## src/rtl/cond_logic_1_if.sv

```systemverilog
// Decoder-to-conditional-unit bundle: condition field, ALU flags, write requests and gated strobes.
// SkipCount/SkipClr exist only when COND_SKIP_CNT_EN is defined.
interface cond_logic_1_if;
    logic [3:0]  Cond;
    logic [3:0]  ALUFlags;
    logic [1:0]  FlagW;
    logic        PCS;
    logic        RegW;
    logic        MemW;
    logic        NoWrite;
    logic        Stall;
    logic        CondEx;
    logic        PCSrc;
    logic        RegWrite;
    logic        MemWrite;
    logic [3:0]  Flags;
`ifdef COND_SKIP_CNT_EN
    logic [15:0] SkipCount;
    logic        SkipClr;
`endif

    modport master (
        output Cond, ALUFlags, FlagW, PCS, RegW, MemW, NoWrite, Stall,
`ifdef COND_SKIP_CNT_EN
        output SkipClr,
        input  SkipCount,
`endif
        input  CondEx, PCSrc, RegWrite, MemWrite, Flags
    );

    modport slave (
        input  Cond, ALUFlags, FlagW, PCS, RegW, MemW, NoWrite, Stall,
`ifdef COND_SKIP_CNT_EN
        input  SkipClr,
        output SkipCount,
`endif
        output CondEx, PCSrc, RegWrite, MemWrite, Flags
    );
endinterface

```

## src/rtl/cond_logic_1.sv

```systemverilog
// ARM conditional-execution unit: NZCV flag register, condition evaluation and write-strobe gating.
// Optional squashed-instruction counter enabled by COND_SKIP_CNT_EN.
module cond_logic_1 (
    input logic          clk,
    input logic          reset_n,
    cond_logic_1_if.slave bus
);
    localparam int unsigned FLAG_W = 4;

    logic [FLAG_W-1:0] flags_q;
    logic              cond_ex_c;
    logic [1:0]        flag_write_c;
    logic              n, z, c, v;

    assign {n, z, c, v} = flags_q;

    // Condition is judged on the stored flags, never on this cycle's ALU result
    always_comb begin
        cond_ex_c = 1'b0;
        unique case (bus.Cond)
            4'b0000: cond_ex_c = z;
            4'b0001: cond_ex_c = ~z;
            4'b0010: cond_ex_c = c;
            4'b0011: cond_ex_c = ~c;
            4'b0100: cond_ex_c = n;
            4'b0101: cond_ex_c = ~n;
            4'b0110: cond_ex_c = v;
            4'b0111: cond_ex_c = ~v;
            4'b1000: cond_ex_c = c & ~z;
            4'b1001: cond_ex_c = ~c | z;
            4'b1010: cond_ex_c = (n == v);
            4'b1011: cond_ex_c = (n != v);
            4'b1100: cond_ex_c = ~z & (n == v);
            4'b1101: cond_ex_c = z | (n != v);
            4'b1110: cond_ex_c = 1'b1;
            default: cond_ex_c = 1'b0;
        endcase
    end

    assign flag_write_c = bus.FlagW & {2{cond_ex_c}} & {2{~bus.Stall}};

    assign bus.CondEx   = cond_ex_c;
    assign bus.PCSrc    = bus.PCS  & cond_ex_c & ~bus.Stall;
    assign bus.RegWrite = bus.RegW & cond_ex_c & ~bus.NoWrite & ~bus.Stall;
    assign bus.MemWrite = bus.MemW & cond_ex_c & ~bus.Stall;
    assign bus.Flags    = flags_q;

    // N,Z and C,V halves load independently
    always_ff @(posedge clk or negedge reset_n) begin
        if (!reset_n) begin
            flags_q <= '0;
        end else begin
            if (flag_write_c[1]) flags_q[3:2] <= bus.ALUFlags[3:2];
            if (flag_write_c[0]) flags_q[1:0] <= bus.ALUFlags[1:0];
        end
    end

`ifdef COND_SKIP_CNT_EN
    localparam int unsigned CNT_W = 16;

    logic [CNT_W-1:0] skip_cnt_q;

    // Clear wins over increment; count saturates rather than wrapping
    always_ff @(posedge clk or negedge reset_n) begin
        if (!reset_n) begin
            skip_cnt_q <= '0;
        end else if (bus.SkipClr) begin
            skip_cnt_q <= '0;
        end else if (!bus.Stall && !cond_ex_c && (skip_cnt_q != {CNT_W{1'b1}})) begin
            skip_cnt_q <= skip_cnt_q + CNT_W'(1);
        end
    end

    assign bus.SkipCount = skip_cnt_q;
`endif

endmodule

```

## src/flat_wrapper.sv

```systemverilog
// flat-port wrapper written by rule: the top's interface ports become plain ports
module cond_logic_1_flat 
  (clk, reset_n, bus_Cond, bus_ALUFlags, bus_FlagW, bus_PCS, bus_RegW, bus_MemW, bus_NoWrite, bus_Stall, bus_CondEx, bus_PCSrc, bus_RegWrite, bus_MemWrite, bus_Flags);
  cond_logic_1_if bus_i ();
  input logic clk;
  input logic reset_n;
  input wire logic [$bits(bus_i.Cond)-1:0] bus_Cond;
  input wire logic [$bits(bus_i.ALUFlags)-1:0] bus_ALUFlags;
  input wire logic [$bits(bus_i.FlagW)-1:0] bus_FlagW;
  input wire logic [$bits(bus_i.PCS)-1:0] bus_PCS;
  input wire logic [$bits(bus_i.RegW)-1:0] bus_RegW;
  input wire logic [$bits(bus_i.MemW)-1:0] bus_MemW;
  input wire logic [$bits(bus_i.NoWrite)-1:0] bus_NoWrite;
  input wire logic [$bits(bus_i.Stall)-1:0] bus_Stall;
  output wire logic [$bits(bus_i.CondEx)-1:0] bus_CondEx;
  output wire logic [$bits(bus_i.PCSrc)-1:0] bus_PCSrc;
  output wire logic [$bits(bus_i.RegWrite)-1:0] bus_RegWrite;
  output wire logic [$bits(bus_i.MemWrite)-1:0] bus_MemWrite;
  output wire logic [$bits(bus_i.Flags)-1:0] bus_Flags;
  assign bus_i.Cond = bus_Cond;
  assign bus_i.ALUFlags = bus_ALUFlags;
  assign bus_i.FlagW = bus_FlagW;
  assign bus_i.PCS = bus_PCS;
  assign bus_i.RegW = bus_RegW;
  assign bus_i.MemW = bus_MemW;
  assign bus_i.NoWrite = bus_NoWrite;
  assign bus_i.Stall = bus_Stall;
  assign bus_CondEx = bus_i.CondEx;
  assign bus_PCSrc = bus_i.PCSrc;
  assign bus_RegWrite = bus_i.RegWrite;
  assign bus_MemWrite = bus_i.MemWrite;
  assign bus_Flags = bus_i.Flags;
  cond_logic_1 u_core (.clk(clk), .reset_n(reset_n), .bus(bus_i));
endmodule
```

## config.mk

```make
export PLATFORM = sky130hd
export DESIGN_NAME = cond_logic_1_flat
export DESIGN_NICKNAME = d
export VERILOG_FILES = /design/src/rtl/cond_logic_1_if.sv /design/src/rtl/cond_logic_1.sv /design/src/flat_wrapper.sv
export SDC_FILE = /design/constraint.sdc
export NUM_CORES = 1
export LEC_CHECK = 0
export CAP_MARGIN = 20
export CORE_AREA = 2 2 39 41
export DETAILED_ROUTE_END_ITERATION = 7
export DIE_AREA = 0 0 41 43
export GPL_TIMING_DRIVEN = 1
export PLACE_DENSITY_LB_ADDON = 0.2
export SLEW_MARGIN = 20
export SYNTH_ARGS = -nofsm -noshare
export SYNTH_HDL_FRONTEND = slang
export SYNTH_SLANG_ARGS = --single-unit
```

## constraint.sdc

```tcl
create_clock -name clk -period 2.4 [get_ports clk]
set_input_delay 0.48 -clock clk [delete_from_list [all_inputs] [get_ports clk]]
set_output_delay 0.48 -clock clk [all_outputs]
set_load 0.02 [all_outputs]
```

# Word level (Yosys, flattened, before mapping)
# Index checks and enable logic that the tools add are counted.
[totals]
register_bits = 4
input_bits = 17
out_inout_bits = 8
word_cells = 39
[classes]
n_eq_ne = 16
mux = 1
bitwise_logic = 19
reduce_logical = 1
[ops]
columns = ["cell", "n"]
rows = [
  ["4-bit equality test (second input constant)", 7],
  ["4-bit by 3-bit equality test with 1-bit output (second input constant)", 4],
  ["1-bit one-hot mux with 15 select lines", 1],
  ["1-bit bitwise AND", 9],
  ["4-bit by 2-bit equality test with 1-bit output (second input constant)", 2],
  ["1-bit NOT", 6],
  ["2-bit bitwise AND", 2],
  ["4-bit by 1-bit equality test with 1-bit output (second input constant)", 1],
  ["4-bit zero test", 1],
  ["1-bit OR", 2],
  ["1-bit equality test", 1],
  ["1-bit != test", 1],
]

# Depth between registers and ports, before layout
[depth]
word_depth = 6
ltp_mapped = 6
mapped_depth_nobuf = 5

# Least setup slack after synthesis
# No wires, ideal clock.
[synth_timing]
path_type = "in2out"
from = "input bus_Cond[3]"
to = "output bus_RegWrite"
arrival_ns = 2.155
required_ns = 1.920
setup_slack_ns = -0.235
cell_stages = 5
path_buffers = 0
cell_sequence = "or4b_1 > o31ai_1 > a221oi_1 > and3_2 > nor4b_1"
[synth_via]
elab_chain_len = 5
elab_cells_between_ends = 19
cone_classes = "eq/ne: 14; mux: 1; bitwise: 3; reduce/logical: 1"
[synth_lines]
columns = ["element", "line_no", "text"]
rows = [
  ["start, declared", "flat_wrapper.sv:7", "input wire logic [$bits(bus_i.Cond)-1:0] bus_Cond;"],
  ["4-bit equality test (tied with other cells)", "cond_logic_1.sv:20", "unique case (bus.Cond)"],
  ["1-bit one-hot mux with 15 select lines (*)", "cond_logic_1.sv:20", ""],
  ["1-bit bitwise AND (*) (3 in a row)", "cond_logic_1.sv:44", "assign bus.RegWrite = bus.RegW & cond_ex_c & ~bus.NoWrite & ~bus.Stall;"],
  ["end, declared", "flat_wrapper.sv:17", "output wire logic [$bits(bus_i.RegWrite)-1:0] bus_RegWrite;"],
]
# Mark *: on every way between the ends. The rest lies on a longest branch, timed or not.

# Final worst setup path
[layout_timing]
from = "register u_core.flags_q[3], in the netlist u_core.bus.Flags[3]"
to = "output bus_RegWrite"
[layout_via]
elab_chain_len = 6
elab_cells_between_ends = 9
cone_classes = "eq/ne: 2; mux: 1; bitwise: 6"
[layout_lines]
columns = ["element", "line_no", "text"]
rows = [
  ["start, declared", "cond_logic_1.sv:10", "logic [FLAG_W-1:0] flags_q;"],
  ["start signal, assigned", "cond_logic_1.sv:53", "if (flag_write_c[1]) flags_q[3:2] <= bus.ALUFlags[3:2];"],
  ["1-bit != test / 1-bit equality test (equally long branches)", "-", ""],
  ["1-bit OR / 1-bit bitwise AND (equally long branches)", "cond_logic_1.sv:34, cond_logic_1.sv:33", ""],
  ["1-bit one-hot mux with 15 select lines (*)", "cond_logic_1.sv:20", ""],
  ["1-bit bitwise AND (*) (3 in a row)", "cond_logic_1.sv:44", ""],
]
# Marked as above.

==> impl_results.md <==
- Status: finished with violations
- Failing checks: negative setup slack
- Die W: 41 um
- DR pass1 iterations: 3
- Yosys reg bits: 4
- Rows: 14
- CP Launch Type: register
- Root buf cell: clkbuf_4
- WL/cell: 12.92 um
- Synth unique cells: 27
- IO Count: 25
- Clk Latency, worst-skew pair: 0.24 ns
- Post-synthesis sequential area ratio: 25.48%
- Clock skew: 0.005454 ns
- Hold Path Class: in2async
- Non-filler cells, final: 103
- Post-DP HPWL: 938.9 um
- Port-buffer cells: 24
- Largest net degree at the start of global routing: 8
- Total CTS buffers: 3
- Slew @ Worst Pin: 0.2671 ns
- DRT Wirelength: 1331 um
- Most area-hungry cell type in the Yosys netlist: dfrtp_1
- Lkg Pwr: 0.0003800 uW
- Initial Utilization: 28.39%
- N_diodes: 0
- Comb pwr share: 68.5%
- GRT Overall Usage: 19.74%
- Final worst slack: -0.03342 ns
- First-pass GRT wire length: 2325 um
- Largest cells by area after synthesis: dfrtp_1 (25%), mux2_2 (11%), nor3b_1 (5.7%)
- Via count: 508
- Total power: 777.2 uW
- Share of cells above drive strength 1: 54.02%
- Worst Path Required: 1.92 ns
- Clk slew on worst S/H paths: 0.04 ns
- DIE HEIGHT: 43 um
- Clock share of power: 11.0%
- Final Max Slew Viols: 0
- Arrival @ worst endpoint: 1.95 ns
- CP Capture Type: output pin
- Initial antenna violation count: 0
- Psw: 311.1 uW
- RD Place Congestion: 0.6575
- # DRC: 0
- Critical path type: reg2out
- Final worst-path cycle share: 101.4%
- Total congestion overflow: 0
- Max Freq: 410.9 MHz
- Vias in the first global route: 569
- Largest register FFs: 4
- Final hold vios: 0
- Post-Syn Area: 392.9 um^2
- CP Launch Point: u_core.bus.Flags[3]
- Hold-fix buffers at CTS: 0
- Synth-to-layout area growth: 130.6%
- Setup TNS: -0.03342 ns
- Share of the synthesized area in the top cell type: 25.48%
- Max_cap viols: 0
- Unrepaired setup endpoints after global routing: yes
- First DRT Iteration DRCs: 4
- Cell count after synthesis: 44
- Net Sw Frac: 40.03%
- Post-Syn Nets: 61
- Max VDD drop: 0.4832 mV
- H-tree Lvls: 1
- Antenna viol nets, final: 0
- Final setup vio count: 1
- CTS tree: built
- Primary FF master, synth: dfrtp_1
- Number of flops mapped to enable cells by yosys: 0
- Synth warn: 0
- Worst Path Max Fanout: 4
- Normalized max-slew margin: 82.05%
- Tmin final: 2.433 ns
- Worst-case clock buffer depth: 2
- Mapped Avg Cell Area: 8.929 um^2
- Vias per cell: 4.932
- CORE AREA: 0.001384 mm^2
- Top cell types by occurrence after synthesis: dfrtp_1 (4), inv_1 (4), mux2_2 (4)
- Pwr/cell area: 857.9 mW/mm^2
- Die area: 0.001763 mm^2
- Placed Instances: 98
- Power share of the sequential group: 20.5%
- FFs w/ async S/R, synth: 100.0%
- Nets@finish: 106
- CTS sink count: 4
- Final Util: 65.46%
- Int Power: 466.1 uW
- R2r startpoint: u_core.bus.Flags[3]
==> cell usage in the layout, fill, tap and decap left out, drive strengths merged <==
| cell type | instances |
|---|---|
| o21ai | 1 |
| o32a | 1 |
| dlygate4sd2 | 1 |
| nor2 | 2 |
| mux2 | 4 |
| nor3b | 3 |
| o311ai | 1 |
| xnor2 | 2 |
| or4b | 1 |
| and3 | 2 |
| mux2i | 1 |
| and2 | 1 |
| and4bb | 1 |
| clkbuf | 4 |
| xor2 | 1 |
| or2 | 1 |
| a21oi | 1 |
| nand2 | 2 |
| clkdlybuf4s15 | 2 |
| nor4 | 1 |
| dfrtp | 4 |
| nor4b | 1 |
| inv | 4 |
| nand3 | 1 |
| clkdlybuf4s50 | 16 |
| nand2b | 2 |
| o32ai | 1 |
| o31ai | 1 |
| a221oi | 1 |
| buf | 21 |
| a311oi | 2 |
==> timing repair <==
item | 4_1_cts | 5_1_grt
buffers inserted | 2 | 0
gates resized for setup | 45 | 8
pin swaps | 5 | 1
endpoints found under the setup margin | 8 | 4
==> final timing paths <==
check,end,cells past startpoint,slack [ns]
worst max-delay path,bus_RegWrite,6,-0.03
worst min-delay path,u_core.bus.Flags[0],1,0.44
worst max register to register,u_core.bus.Flags[2],8,0.12
worst min register to register,u_core.bus.Flags[1],1,0.62
max in group asynchronous,u_core.bus.Flags[3],1,1.77
min in group clk,u_core.bus.Flags[1],1,0.62
==> worst max-delay path, cell delays in order, from the launching register on <==
cell	delay, ns
dfrtp_2	0.43
or4b_4	0.54
o31ai_4	0.07
a221oi_2	0.09
and3_4	0.18
nor4b_4	0.20
buf_4	0.18
==> power by group through the flow <==
stage | combinational (uW) | clock, uW | sequential (uW)
final | 532 | 85.2 | 159
after global routing | 579 | 101 | 167
after CTS | 517 | 89.5 | 158
after detailed placement | 445 | 0 | 145
after global placement | 445 | 0 | 145
after floorplan | 168 | 0 | 187
==> layout make-up <==
class | instances | area [um^2]
multi-input combinational | 35 | 385.4
clock buffer | 3 | 22.52
timing repair buffer | 41 | 361.6
fill | 117 | 478.0
sequential | 4 | 101.3
inverter | 4 | 15.01
tap | 16 | 20.02
==> metal layers <==
| metal | vias up | track usage, % | part of all wire [%] |
|---|---|---|---|
| met5 | - | 0 | 0 |
| met4 | 0 | 14.00 | 3.8 |
| met3 | 6 | 3.665 | 4.1 |
| met2 | 18 | 31.25 | 52 |
| met1 | 225 | 22.08 | 40 |
| li1 | 259 | - | - |
==> cells by family (layout without fill, tap and decap cells) <==
family	after synthesis	after routing	synth area share, %
simple gates	18	18	30.57
flops	4	4	25.48
compound gates	9	9	18.15
buf+inv	5	48	5.093
xor+xnor	3	3	6.689
mux	5	5	14.01
==> through the flow <==
stage          cell area [um^2]  hold slack, ns  setup slack, ns
6_report                  905.9          0.4435         -0.03342
5_1_grt                   905.9          0.4425          -0.1335
4_1_cts                   887.1          0.4429         -0.06002
3_5_place_dp              767.0          0.6039          -0.8512
3_3_place_gp              767.0          0.5954          -0.8262
2_1_floorplan             399.1          0.1844         -0.03317
Power figures use the tool's default switching activity.
